[src/rtl/actv_layer_bridge_if.sv]
// Bundle of the producing-layer port, upstream handshake and next-layer write port.
// The bridge uses the slave view; the surrounding layers (or a bench) use master.
interface actv_layer_bridge_if #(
  parameter int NumOutputs = 15,
  parameter int DataWidth  = 8,
  parameter int AddrWidth  = $clog2(NumOutputs)
);
  logic [AddrWidth-1:0] wr_addr_i;
  logic                 wr_we_i;
  logic [DataWidth-1:0] wr_data_i;
  logic [DataWidth-1:0] rd_data_o;
  logic                 up_req_i;
  logic                 up_ack_o;
  logic [AddrWidth-1:0] dn_addr_o;
  logic                 dn_we_o;
  logic [DataWidth-1:0] dn_data_o;
  logic                 dn_req_o;
  logic                 dn_ack_i;
  logic                 err_o;

  modport slave (
    input  wr_addr_i, wr_we_i, wr_data_i, up_req_i, dn_ack_i,
    output rd_data_o, up_ack_o, dn_addr_o, dn_we_o, dn_data_o, dn_req_o, err_o
  );

  modport master (
    output wr_addr_i, wr_we_i, wr_data_i, up_req_i, dn_ack_i,
    input  rd_data_o, up_ack_o, dn_addr_o, dn_we_o, dn_data_o, dn_req_o, err_o
  );
endinterface

[src/rtl/actv_layer_bridge.sv]
// Activation buffer between two RAM-based layers: collects one layer's outputs,
// streams them into the next layer's input RAM, then runs both req/ack handshakes.
module actv_layer_bridge #(
  parameter int NumOutputs = 15,
  parameter int DataWidth  = 8,
  parameter int AddrWidth  = $clog2(NumOutputs)
) (
  input  logic clk_i,
  input  logic reset_i,
  actv_layer_bridge_if.slave bus
);
  typedef enum logic [1:0] {IDLE, COPY, HANDOFF, WAIT_DROP} state_t;

  localparam int                   Depth    = 1 << AddrWidth;
  localparam logic [AddrWidth:0]   Count    = (AddrWidth + 1)'(NumOutputs);
  localparam logic [AddrWidth-1:0] LastAddr = AddrWidth'(NumOutputs - 1);

  // Padded to a power of two so out-of-range port A reads stay inside the array;
  // the extra entries are never written.
  logic [DataWidth-1:0] mem [Depth];

  state_t               state_reg;
  logic [AddrWidth-1:0] cnt_reg;
  logic                 rd_valid_reg;
  logic [AddrWidth-1:0] rd_addr_reg;
  logic [DataWidth-1:0] rd_a_reg;
  logic [DataWidth-1:0] rd_b_reg;
  logic                 dn_we_reg;
  logic [AddrWidth-1:0] dn_addr_reg;
  logic [DataWidth-1:0] dn_data_reg;
  logic                 up_ack_reg;
  logic                 dn_req_reg;
  logic                 armed_reg;
  logic                 err_reg;
  logic                 wr_ok;

  assign wr_ok = reset_i && bus.wr_we_i && (state_reg == IDLE)
                 && ({1'b0, bus.wr_addr_i} < Count);

  always_ff @(posedge clk_i) begin
    if (wr_ok) begin
      mem[bus.wr_addr_i] <= bus.wr_data_i;
    end
    if (state_reg == COPY) begin
      rd_b_reg <= mem[cnt_reg];
    end
  end

  // Port A read register: old data on a same-address write.
  always_ff @(posedge clk_i) begin
    if (!reset_i) begin
      rd_a_reg <= '0;
    end else begin
      rd_a_reg <= mem[bus.wr_addr_i];
    end
  end

  always_ff @(posedge clk_i) begin
    if (!reset_i) begin
      state_reg    <= IDLE;
      cnt_reg      <= '0;
      rd_valid_reg <= 1'b0;
      rd_addr_reg  <= '0;
      dn_we_reg    <= 1'b0;
      dn_addr_reg  <= '0;
      dn_data_reg  <= '0;
      up_ack_reg   <= 1'b0;
      dn_req_reg   <= 1'b0;
      armed_reg    <= 1'b0;
      err_reg      <= 1'b0;
    end else begin
      dn_we_reg    <= rd_valid_reg;
      rd_valid_reg <= 1'b0;
      if (rd_valid_reg) begin
        dn_addr_reg <= rd_addr_reg;
        dn_data_reg <= rd_b_reg;
      end
      if (bus.wr_we_i && !wr_ok) begin
        err_reg <= 1'b1;
      end

      case (state_reg)
        IDLE: begin
          if (bus.up_req_i) begin
            state_reg <= COPY;
            cnt_reg   <= '0;
          end
        end
        COPY: begin
          rd_valid_reg <= 1'b1;
          rd_addr_reg  <= cnt_reg;
          if (cnt_reg == LastAddr) begin
            state_reg <= HANDOFF;
          end else begin
            cnt_reg <= cnt_reg + 1'b1;
          end
        end
        HANDOFF: begin
          // Raise both handshakes only once the final write has left the pipeline.
          if (!armed_reg) begin
            if (dn_we_reg && (dn_addr_reg == LastAddr)) begin
              up_ack_reg <= 1'b1;
              dn_req_reg <= 1'b1;
              armed_reg  <= 1'b1;
            end
          end else begin
            if (up_ack_reg && !bus.up_req_i) begin
              up_ack_reg <= 1'b0;
            end
            if (dn_req_reg && bus.dn_ack_i) begin
              dn_req_reg <= 1'b0;
            end
            if (!up_ack_reg && !dn_req_reg) begin
              armed_reg <= 1'b0;
              state_reg <= WAIT_DROP;
            end
          end
        end
        WAIT_DROP: begin
          if (!bus.dn_ack_i) begin
            state_reg <= IDLE;
          end
        end
        default: state_reg <= IDLE;
      endcase
    end
  end

  assign bus.rd_data_o = rd_a_reg;
  assign bus.up_ack_o  = up_ack_reg;
  assign bus.dn_addr_o = dn_addr_reg;
  assign bus.dn_we_o   = dn_we_reg;
  assign bus.dn_data_o = dn_data_reg;
  assign bus.dn_req_o  = dn_req_reg;
  assign bus.err_o     = err_reg;
endmodule
[src/flat_wrapper.sv]
// flat-port wrapper written by rule: the top's interface ports become plain ports
module actv_layer_bridge_flat 
#(
  parameter int NumOutputs = 15,
  parameter int DataWidth  = 8,
  parameter int AddrWidth  = $clog2(NumOutputs)
)
  (clk_i, reset_i, bus_wr_addr_i, bus_wr_we_i, bus_wr_data_i, bus_up_req_i, bus_dn_ack_i, bus_rd_data_o, bus_up_ack_o, bus_dn_addr_o, bus_dn_we_o, bus_dn_data_o, bus_dn_req_o, bus_err_o);
  actv_layer_bridge_if #(.NumOutputs(NumOutputs), .DataWidth(DataWidth), .AddrWidth(AddrWidth)) bus_i ();
  input  logic clk_i;
  input  logic reset_i;
  input wire logic [$bits(bus_i.wr_addr_i)-1:0] bus_wr_addr_i;
  input wire logic [$bits(bus_i.wr_we_i)-1:0] bus_wr_we_i;
  input wire logic [$bits(bus_i.wr_data_i)-1:0] bus_wr_data_i;
  input wire logic [$bits(bus_i.up_req_i)-1:0] bus_up_req_i;
  input wire logic [$bits(bus_i.dn_ack_i)-1:0] bus_dn_ack_i;
  output wire logic [$bits(bus_i.rd_data_o)-1:0] bus_rd_data_o;
  output wire logic [$bits(bus_i.up_ack_o)-1:0] bus_up_ack_o;
  output wire logic [$bits(bus_i.dn_addr_o)-1:0] bus_dn_addr_o;
  output wire logic [$bits(bus_i.dn_we_o)-1:0] bus_dn_we_o;
  output wire logic [$bits(bus_i.dn_data_o)-1:0] bus_dn_data_o;
  output wire logic [$bits(bus_i.dn_req_o)-1:0] bus_dn_req_o;
  output wire logic [$bits(bus_i.err_o)-1:0] bus_err_o;
  assign bus_i.wr_addr_i = bus_wr_addr_i;
  assign bus_i.wr_we_i = bus_wr_we_i;
  assign bus_i.wr_data_i = bus_wr_data_i;
  assign bus_i.up_req_i = bus_up_req_i;
  assign bus_i.dn_ack_i = bus_dn_ack_i;
  assign bus_rd_data_o = bus_i.rd_data_o;
  assign bus_up_ack_o = bus_i.up_ack_o;
  assign bus_dn_addr_o = bus_i.dn_addr_o;
  assign bus_dn_we_o = bus_i.dn_we_o;
  assign bus_dn_data_o = bus_i.dn_data_o;
  assign bus_dn_req_o = bus_i.dn_req_o;
  assign bus_err_o = bus_i.err_o;
  actv_layer_bridge #(.NumOutputs(NumOutputs), .DataWidth(DataWidth), .AddrWidth(AddrWidth)) u_core (.clk_i(clk_i), .reset_i(reset_i), .bus(bus_i));
endmodule
[config.mk]
export PLATFORM = sky130hd
export DESIGN_NAME = actv_layer_bridge_flat
export DESIGN_NICKNAME = d
export VERILOG_FILES = /design/src/rtl/actv_layer_bridge_if.sv /design/src/rtl/actv_layer_bridge.sv /design/src/flat_wrapper.sv
export SDC_FILE = /design/constraint.sdc
export NUM_CORES = 1
export LEC_CHECK = 0
export ABC_CLOCK_PERIOD_IN_PS = 2500
export BUFFER_PORTS_ARGS = -buffer_cell sky130_fd_sc_hd__buf_2
export CAP_MARGIN = 25
export CORE_MARGIN = 3
export CORE_UTILIZATION = 55
export DETAILED_ROUTE_END_ITERATION = 10
export GPL_TIMING_DRIVEN = 0
export PLACE_DENSITY = 0.76
export SYNTH_ARGS = -nofsm -noshare
export SYNTH_HDL_FRONTEND = slang
export SYNTH_SLANG_ARGS = --single-unit
[constraint.sdc]
create_clock -name clk_i -period 2.5 [get_ports clk_i]
set_input_delay 0.5 -clock clk_i [delete_from_list [all_inputs] [get_ports clk_i]]
set_output_delay 0.5 -clock clk_i [all_outputs]
set_load 0.005 [all_outputs]
== Word-level counts from Yosys, hierarchy flattened ==
Memory sizes are Yosys's and may differ from the RTL's. A register that Yosys moved wholly into a read port is not among the register bits.
Index checks and enable logic that the tools add are counted.

* Memories kept: 1
* Word-level logic and storage cells: 67
* Bits in latches: 0
* Register bits after elaboration: 28
* Output and inout port bits: 24
* Memory bits (read-only): 0
* Memory bits (writable): 128
* Input bits: 17

* $mul: 0
* Reduce and logical (&&, ||, !) cells: 20
* $add $sub $neg: 1
* Equality and inequality tests: 13
* Div/mod/pow operators: 0
* Magnitude comparators: 1
* Mux-type cells: 20
* Shift-type cells: 0
* Bitwise gates (word level): 0

{| class="wikitable"
|+ Memory list
! memory !! words !! bits a word !! rd ports !! clocked after memory_dff !! wr ports !! line !! source
|-
| u_core.mem || 16 || 8 || 2 || 2 || 1 || actv_layer_bridge.sv:20 || <nowiki>logic [DataWidth-1:0] mem [Depth];</nowiki>
|}

{| class="wikitable"
|+ Operator list
! operator !! count
|-
| $ne 2x2->1 const B || 6
|-
| $mux 1 || 11
|-
| $mux 2 || 5
|-
| $reduce_and 3->1 || 3
|-
| $eq 4x4->1 const B || 2
|-
| $logic_and 1x1->1 || 8
|-
| $mux 4 || 2
|-
| $pmux 2 s4 || 1
|-
| $pmux 4 s2 || 1
|-
| $logic_not 1->1 || 5
|-
| $reduce_and 5->1 || 1
|-
| $add 4x1->4 const B || 1
|-
| $eq 2x2->1 const B || 2
|-
| $lt 4x4->1 const B || 1
|-
| $ne 2x1->1 const B || 2
|-
| $reduce_bool 2->1 || 2
|-
| $eq 2x1->1 const B || 1
|-
| $logic_not 2->1 || 1
|}

== Longest topological paths before layout ==
* Depth after elaboration: 5
* Depth in mapped cells: 7

== Worst setup path before layout ==
No wires, ideal clock.

* Path kind: input port to flip-flop
* Start point: input bus_wr_addr_i[0]
* End point: memory u_core.mem[1][0] (enable)
* Setup slack: 0.085 ns
* Data arrival time: 2.031 ns
* Cell stages on the path: 4
* Cells stage by stage: buf_2 -> clkbuf_1 -> or3b_1 -> nor3_1

* Word-level cells in the longest chain between the ends: 4

{| class="wikitable"
|+ Ends and longest elaborated chain
! item !! line !! source
|-
| start, declared || flat_wrapper.sv:12 || <nowiki>input wire logic [$bits(bus_i.wr_addr_i)-1:0] bus_wr_addr_i;</nowiki>
|-
| $lt 4x4->1 || actv_layer_bridge.sv:38 || <nowiki>&& ({1'b0, bus.wr_addr_i} < Count);</nowiki>
|-
| $logic_and 1x1->1 || actv_layer_bridge.sv:38 ||
|-
| $mux 1 || actv_layer_bridge.sv:41 || <nowiki>if (wr_ok) begin</nowiki>
|-
| $mux 1 (not written as such) || actv_layer_bridge.sv:42 || <nowiki>mem[bus.wr_addr_i] <= bus.wr_data_i;</nowiki>
|-
| end, declared || actv_layer_bridge.sv:20 ||
|}

Several ways; a longest one is shown, not always the timed one.

== Worst setup path in the final report ==
* Start point: input bus_wr_addr_i[3]
* End point: memory u_core.mem[11][7] (enable)

The elaborated chain is that of the path after synthesis.

==> run metrics <==
status finished with violations; failing checks setup timing; Max-cap violations 0; die width 123 um; grt total ovfl 0; vias per std cell 6.29; ANT cells 0; Syn Inst Count 441; min Tclk post-route 2.63 ns; WHS Path Cells 4; YS warnings 0; drt wl/cell 24.6 um; share of layout cells above drive strength 1 29.2%; synth top area cells edfxtp_1 54%, mux4_2 19%, dfxtp_1 9.6%; Synth Flop Type edfxtp_1; leakage 2.89 nW; DRT antenna net count 0; DP HPWL 11600 um; DR top layer met5; clock share of power 38.6%; Die Y 123 um; CTS tree yes; VDD IR max 0.576 mV; global-route wire length before repair 26200 um; Final Max Slew Viols 0; CP Capture Type flip-flop; fillers 960; f_max 0.381 GHz; Layout area overhead 14.2%; Syn Area/Cell 17.1 um^2; Clock Latency Late Sink 0.43 ns; Internal 5.34 mW; largest net degree at the start of global routing 17; Synth async-reset ratio 0%; Synth top area share 54.2%; TritonCTS buffer count 17; total core area 0.0133 mm^2; synthesized area 0.00754 mm^2; Post-Route WL 17100 um; met2 wire len 8450 um; Seq/Total Area, Yosys 63.7%; final count of hold timing violations 0; switching power 1.66 mW; pwr/cell area 813 mW/mm^2; Post-Route Skew 0.00585 ns; Req. time, crit path 2.55 ns; Longest Clk Path Bufs 2; RSZ-0062 raised after global routing true; vias in the first global route 4482; Data arrival, critical path 2.68 ns; switch share 23.7%; pre-CTS WS -0.621 ns; Largest Register u_core.mem; Yosys top cell by area edfxtp_1; max reg flops 128; Reg clk slew, reported paths 0.06 ns; metal3 WL 1810 um; worst reg-to-reg path cell count 5; Die ar. 0.0151 mm^2; post-synthesis register bit count 172; net count of the finished layout 528; root buf cell clkbuf_16; Worst Tran Pin Value 0.976 ns; synth cell count leaders 136 x edfxtp_1, 62 x mux4_2, 36 x dfxtp_1; htree depth 4; total number of vias 4367; io pins 41; most common cell in the netlist edfxtp_1; Rel. slew slack 34.7%; Initial DRC Count 497; Flop pwr share 47.1%; Setup CP Type in2reg; placed cell count 662; Initial Util 56.5%; clock sinks 172; Final Cycle Share 105%; initial antenna violation count 1; WL met1 6500 um; drt first pass iters 5; EDFF count, synth 136; # DRC 0; GRT Total Usage 24.3%; Final Non-Filler Cells 694; Rows 42; gp weighted congestion 0.894; Comb power frac 14.3%; CP Max Fanout 10; Startpoint Class input port; post-CTS setup buffer count 0; Final Worst Setup Slack -0.126 ns; HP Class in2reg; Port Buf Inserts 37; Setup Viol. Count Final 37; Netlist cell types 41
metal layers:
metal | track usage (%) | up-vias
met5 | 0 | -
met4 | 8.51 | 2
met3 | 7.18 | 37
met2 | 38.9 | 233
met1 | 32.1 | 2195
li1 | - | 1900
cell type report:
type	count	area, um^2	area share [%]
timing repair buffer	38	190	2.21
clock buffer	18	429	4.98
buffer	32	154	1.79
sequential	172	4800	55.8
tap	176	220	2.56
clock inverter	14	176	2.05
inverter	4	15.0	0.174
multi-input combinational	240	2620	30.5
metrics by stage:
step | instance area, um^2 | hold slack [ns] | power (mW) | TNS, ns | util (%)
after floorplan | 7560 | 0.471 | 4.05 | 0 | -
after global placement | 7970 | 0.468 | 4.32 | -44.78 | 59.7
after detailed placement | 7990 | 0.478 | 4.36 | -34.14 | 59.9
after CTS | 8600 | 0.340 | 7.04 | -5.21 | 64.4
after global routing | 8610 | 0.376 | 7.26 | -9.32 | 64.5
final | 8610 | 0.350 | 7.00 | -3.42 | 64.5
power by group through the flow:
stage	logic [mW]	clock network [mW]	registers [mW]
final	1.00	2.70	3.30
after global routing	1.09	2.85	3.31
after CTS	1.01	2.73	3.30
after detailed placement	1.00	0	3.36
after global placement	0.965	0	3.35
after floorplan	0.701	0	3.35
kinds of logic after synthesis:
family,count (synthesis),synth area share (%)
DFF,172,63.7
and+or+nand+nor,90,6.17
muxes,85,21.6
AOI/OAI and AO/OA,51,5.29
buffers and inverters,36,2.16
adders and majority gates,6,0.996
other,1,0.0497
worst paths after layout:
| kind | from | endpoint | slack [ns] |
|---|---|---|---|
| max | bus_wr_addr_i[3] | u_core.mem[11][7]$_DFFE_PP_ | -0.13 |
| max reg2reg | u_core.state_reg[0]$_SDFFE_PN0P_ | u_core.mem[9][7]$_DFFE_PP_ | -0.07 |
| min | bus_dn_ack_i | u_core.bus.dn_req_o$_SDFFE_PN0P_ | 0.35 |
| min reg2reg | u_core.bus.dn_req_o$_SDFFE_PN0P_ | u_core.bus.dn_req_o$_SDFFE_PN0P_ | 0.49 |
cell usage in the layout, fill, tap and decap left out, types with 7 or more instances in the layout:
cell and count:
mux4_2 62, dfxtp_1 36, clkbuf_16 17, a221o_1 8
nand2_1 24, a22o_1 7, edfxtp_1 136, buf_2 47
clkbuf_1 12, a22oi_1 17, nor2_1 13, conb_1 8
nor2b_1 24, mux2i_1 22
critical path, cell delays in order:
cell	delay [ns]
buf_2	0.24
clkbuf_1	0.56
clkbuf_1	0.41
nand2b_1	0.17
nor2_1	0.78
what timing repair did:
action                     4_1_cts  5_1_grt
hold buffers                     0        0
hold endpoints to repair         0        0
resized for setup                1       10
setup endpoints to repair       59       77
Power figures use the tool's default switching activity.
